$ cat src/rtl/maxpool_multi.sv
`default_nettype none
// ============================================================================
// Module   : maxpool_multi
// Brief    : CH-lane windowed pooling unit (max / rounded average / bypass).
// Revision : 1.0 - initial release
// ============================================================================
module maxpool_multi #(
    parameter int DATA_W = 8,
    parameter int CH     = 4,
    parameter int WIN    = 4
) (
    input  logic                 clk,
    input  logic                 reset,
    input  logic [CH*DATA_W-1:0] in,
    input  logic                 in_valid,
    input  logic [1:0]           mode,
    input  logic                 flush,
    output logic [CH*DATA_W-1:0] out,
    output logic                 out_valid,
    output logic                 busy
);

    localparam int LOG2W = $clog2(WIN);
    localparam int SUM_W = DATA_W + LOG2W + 1;

    localparam logic [1:0]             c_MODE_BYPASS = 2'b00;
    localparam logic [1:0]             c_MODE_MAX    = 2'b01;
    localparam logic [1:0]             c_MODE_AVG    = 2'b10;
    localparam logic [LOG2W-1:0]       c_LAST        = LOG2W'(WIN - 1);
    localparam logic signed [SUM_W-1:0] c_HALF       = SUM_W'(WIN / 2);

    typedef enum logic [0:0] {
        ST_IDLE = 1'b0,
        ST_ACC  = 1'b1
    } state_t;

    state_t           r_state;
    state_t           w_state_next;
    logic [LOG2W-1:0] r_count;
    logic [1:0]       r_mode;
    logic             r_valid;

    logic       w_first;
    logic [1:0] w_mode;
    logic       w_bypass;
    logic       w_avg;
    logic       w_accept;
    logic       w_last;
    logic       w_emit;

    // Mode is taken live on a window's first sample and held thereafter.
    assign w_first  = (r_state == ST_IDLE);
    assign w_mode   = w_first ? mode : r_mode;
    assign w_bypass = (w_mode == c_MODE_BYPASS);
    assign w_avg    = (w_mode == c_MODE_AVG);
    assign w_accept = in_valid & ~flush;
    assign w_last   = w_accept & ~w_bypass & (r_count == c_LAST);
    assign w_emit   = w_accept & (w_bypass | w_last);

    always_ff @(posedge clk) begin
        if (reset) begin
            r_state <= ST_IDLE;
        end else begin
            r_state <= w_state_next;
        end
    end

    always_comb begin
        w_state_next = r_state;
        case (r_state)
            ST_IDLE: if (w_accept && !w_bypass) w_state_next = ST_ACC;
            ST_ACC:  if (flush || w_last)       w_state_next = ST_IDLE;
            default: w_state_next = ST_IDLE;
        endcase
    end

    always_ff @(posedge clk) begin
        if (reset) begin
            r_count <= '0;
            r_mode  <= c_MODE_MAX;
            r_valid <= 1'b0;
        end else begin
            r_valid <= w_emit;
            if (flush) begin
                r_count <= '0;
            end else if (w_accept && !w_bypass) begin
                r_count <= w_last ? '0 : r_count + LOG2W'(1);
            end
            if (w_accept && w_first) begin
                r_mode <= mode;
            end
        end
    end

    for (genvar k = 0; k < CH; k++) begin : g_lane
        logic signed [DATA_W-1:0] w_smp;
        logic signed [DATA_W-1:0] w_max_next;
        logic signed [DATA_W-1:0] w_res_next;
        logic signed [DATA_W-1:0] r_max;
        logic signed [DATA_W-1:0] r_res;
        logic signed [SUM_W-1:0]  w_ext;
        logic signed [SUM_W-1:0]  w_sum_next;
        logic signed [SUM_W-1:0]  w_rnd;
        logic signed [SUM_W-1:0]  r_sum;
        logic                     w_unused_bits;

        assign w_smp      = in[k*DATA_W +: DATA_W];
        assign w_ext      = {{(SUM_W-DATA_W){w_smp[DATA_W-1]}}, w_smp};
        assign w_max_next = (w_first || (w_smp > r_max)) ? w_smp : r_max;
        assign w_sum_next = w_first ? w_ext : (r_sum + w_ext);
        // Taking the slice above LOG2W is the arithmetic shift; the top bit is pure headroom.
        assign w_rnd      = w_sum_next + c_HALF;
        assign w_res_next = w_bypass ? w_smp :
                            (w_avg ? w_rnd[LOG2W +: DATA_W] : w_max_next);
        assign w_unused_bits = ^{w_rnd[SUM_W-1], w_rnd[LOG2W-1:0]};

        always_ff @(posedge clk) begin
            if (reset) begin
                r_max <= '0;
                r_sum <= '0;
                r_res <= '0;
            end else begin
                if (flush) begin
                    r_max <= '0;
                    r_sum <= '0;
                end else if (w_accept && !w_bypass) begin
                    r_max <= w_max_next;
                    r_sum <= w_sum_next;
                end
                if (w_emit) begin
                    r_res <= w_res_next;
                end
            end
        end

        assign out[k*DATA_W +: DATA_W] = r_res;
    end

    assign out_valid = r_valid;
    assign busy      = (r_state == ST_ACC);

endmodule
`default_nettype wire

$ cat config.mk
export PLATFORM = sky130hd
export DESIGN_NAME = maxpool_multi
export DESIGN_NICKNAME = d
export VERILOG_FILES = /design/src/rtl/maxpool_multi.sv
export SDC_FILE = /design/constraint.sdc
export NUM_CORES = 1
export LEC_CHECK = 0
export ABC_AREA = 1
export BUFFER_PORTS_ARGS = -buffer_cell sky130_fd_sc_hd__buf_2
export CAP_MARGIN = 20
export CORE_MARGIN = 8
export CORE_UTILIZATION = 56
export DETAILED_ROUTE_END_ITERATION = 8
export HOLD_SLACK_MARGIN = 0.02
export PLACE_DENSITY = 0.79
export SKIP_CTS_REPAIR_TIMING = 1
export SLEW_MARGIN = 20
export SYNTH_ARGS = -nofsm -noshare
export SYNTH_HDL_FRONTEND = slang
export SYNTH_SLANG_ARGS = --single-unit
$ cat constraint.sdc
create_clock -name clk -period 2.32 [get_ports clk]
set_clock_uncertainty 0.05 [all_clocks]
set_input_delay 0.348 -clock clk [delete_from_list [all_inputs] [get_ports clk]]
set_output_delay 0.348 -clock clk [all_outputs]
set_load 0.01 [all_outputs]
==> reports/metrics.cfg <==
[run_status]
status = finished with violations
violations = negative setup slack

[cells_and_area]
fill_cells = 1310
num-nets-final = 1655
stdcell_area_sq_um = 10700
n_antenna_cell = 0
area_delta_synth_final_pct = 21.7
drive_above_1_share_pct = 19.4

[drt]
finalWirelength_um = 26300
detail-route-antenna-nets = 0
met1_length_um = 10900
wire_per_inst_um = 15.0
via_count = 9662
vias_per_cell = 5.51
met3WireLength_um = 2080
dr.pass1.iters = 6
drt_iter0_drc = 666
dr.max_layer_used = met4
wl_met2_um = 12600
drc = 0

[place]
io_buffer_count = 71
place_ws_ps = -231
gp_congestion = 0.894
hpwl_um = 18800
dpl_cell_area_sq_um = 9900

[floorplan]
die_h_um = 141
core-area_sq_um = 15300
pin_count = 72
start_util_pct = 57.4
rows = 45
dieArea_sq_um = 19900
die_w_um = 141

[global_routing]
first_global_vias = 9154
antenna_found_initial = 0
grt_pass1_wl_um = 42400
grt_max_degree = 47
grt.total_usage_pct = 25.8
overflow = 0

[power_and_ir_drop]
leakagePower_nw = 5.73
peakVddDrop_uv = 441
power.switching_mw = 1.85
pwr-share-clk_pct = 30.8
intPower_mw = 3.46
p_sw_share_pct = 34.8
p_comb_share_pct = 31.6
p_seq_share_pct = 37.6
powerDensity_nw_per_um2 = 498
p_total_mw = 5.31

[clock_network]
clockBufferDepth = 2
cts_sinks = 110
clock_latency_ps = 370
cts_tree = yes
root_buffer = clkbuf_16
htree_levels = 3
clkTransAtPathRegs_ps = 80
numCtsBuffers = 9

[synth]
synth_most_common_cell = nand2_1
synth.yosys.seq_area_share_pct = 25.2
syn_inst = 1413
avgSynthCellArea_sq_um = 6.19
yosys-top-cells-area = dfxtp_1 (25%), nand2_1 (17%), ha_1 (10%), inv_1 (9.9%), nand3_1 (6.9%)
synth_ff_type = dfxtp_1
async_reset_ff_share_pct = 0
synth-seq-cells = 110
synth.largest_area_cell = dfxtp_1
yosys.area.top_type_share_pct = 25.2
synth_commonest_cells = nand2_1 (400), inv_1 (232), nand3_1 (120)
synth.cell_area_sq_um = 8750
ys_warn_count = 0
synth_nets = 1528
synth_cell_types = 48
synth_edf_count = 0

[worst_setup_path]
reg2reg_depth = 15
endpoint_kind = register
worst_path_max_delay_cell = fa_2
criticalPathCategory = register to register
critical_path.max_stage_delay_ps = 430
critPathRequiredTime_ps = 2530
cp_max_fo = 3
start_kind = register
cp.arrival_ps = 2570
reg2reg_to = g_lane[2].r_res[6]
worst-r2r-setup-slack_ps = -50
path_cells = ha_4 > inv_2 > fa_2 > o21a_4 > buf_6 > a21oi_4 > nand3_2 > nor2_4 > nand2_2 > nor2_1 > nand2_1 > nand3_2 > nand2_2 > nand2_2 > a21oi_2
crit_path_frequent_cell = nand2_2
rr_startpoint = g_lane[2].r_sum[0]

[job]
drv_cap = 0

[sta]
finalWorstSetupSlack_ps = -45.9
slew-limit-headroom_pct = 60.6
setup_viol = 3
rsz0062_at_grt = yes
hold_slack_ps = 290
hold_violations = 0
fmax_ghz = 0.423
slew_viol_final = 0
finalCriticalPeriod_ps = 2370
tightest_slew_ps = 590
min_period_over_period_pct = 102
finalSetupTns_ps = -58.3

[worst_hold_path]
min_path_cells = 3
min_to = r_mode[1]
hold_start = mode[1]
hold_class = input port to register

## metal layers
layer	vias up	track usage (%)
met5	-	0
met1	4400	30.7
met3	58	5.47
li1	4816	-
met4	0	9.62
met2	388	44.9
## sequential cells by signal, indices dropped and copies added (netlist names)
signal        flops
r_count           2
busy              1
g_lane.r_max     32
out_valid         1
g_lane.r_res     32
g_lane.r_sum     40
r_mode            2
## kinds of logic after synthesis
group	count (synthesis)	synth area share, %
buf+inv	290	13.3
fa+ha+maj	77	11.3
flops	110	25.2
compound gates	278	18.1
simple gates	648	31.2
xor+xnor	10	1.00
## how the worst max path moves through the flow
stage,startpoint,depth (start not counted),endpoint,slack [ps]
floorplan,in[16],15,g_lane[2].r_res[7],20
global placement,in[16],16,g_lane[2].r_res[7],-190
detailed placement,in[16],16,g_lane[2].r_res[7],-230
CTS,g_lane[2].r_max[5],13,g_lane[2].r_res[0],-60
global route,g_lane[2].r_sum[0],15,g_lane[2].r_res[7],-150
finish,g_lane[2].r_sum[0],15,g_lane[2].r_res[6],-50
## worst max-delay path: cells and delay by family (launching register included)
kind / cells / cell delay [ps]
and+or+nand+nor: 8 / 730
adders and majority gates: 2 / 580
DFF: 1 / 340
AOI/OAI and AO/OA: 3 / 390
buffers and inverters: 2 / 170
## power by group through the flow
stage / Clock, mW / Sequential (mW) / Combinational [mW]
finish: 1.64 / 2.00 / 1.68
detailed placement: 0 / 2.04 / 1.50
global route: 1.73 / 2.01 / 1.85
floorplan: 0 / 2.04 / 0.957
CTS: 1.65 / 2.00 / 1.51
global placement: 0 / 2.04 / 1.47
## cells in the final DEF (no fill, tap or decap), types with 2 or more instances in the layout
master	count
a21o_1	2
buf_6	3
nand3_2	11
nand2_1	380
o211ai_1	34
o21a_1	2
clkinv_2	2
o21bai_1	6
nand4_1	7
a21oi_1	97
xnor2_1	3
o21ai_1	8
ha_1	65
nor3_1	3
nand3_1	106
o21ai_4	2
a21oi_2	11
o21ai_0	88
inv_1	225
buf_4	91
a31oi_1	10
fa_2	4
xor2_1	6
and3_1	4
nor2_1	78
nand2_4	4
nand3b_1	6
buf_12	5
dfxtp_1	103
dfxtp_2	7
nand3_4	5
buf_2	71
nor3b_1	4
nor2_2	5
inv_2	9
o21ai_2	9
clkbuf_16	9
nand2_2	20
nor2_4	11
ha_4	7
## per-stage QoR
step           util (%)  std cells
3_3_place_gp       64.9       1735
3_5_place_dp       64.9       1735
6_report           69.8       1755
2_1_floorplan         -       1413
5_1_grt            69.8       1755
4_1_cts            66.8       1750
## cell type report
class / instances / area (sq um) / share of cell area (%)
multi-input combinational: 1013 / 5820 / 54.6
sequential: 110 / 2210 / 20.8
timing repair buffer: 170 / 1170 / 11.0
inverter: 236 / 888 / 8.34
tap: 211 / 264 / 2.48
clock buffer: 10 / 239 / 2.24
clock inverter: 5 / 57.6 / 0.540
Note: power is estimated with default switching activity, not from simulation.
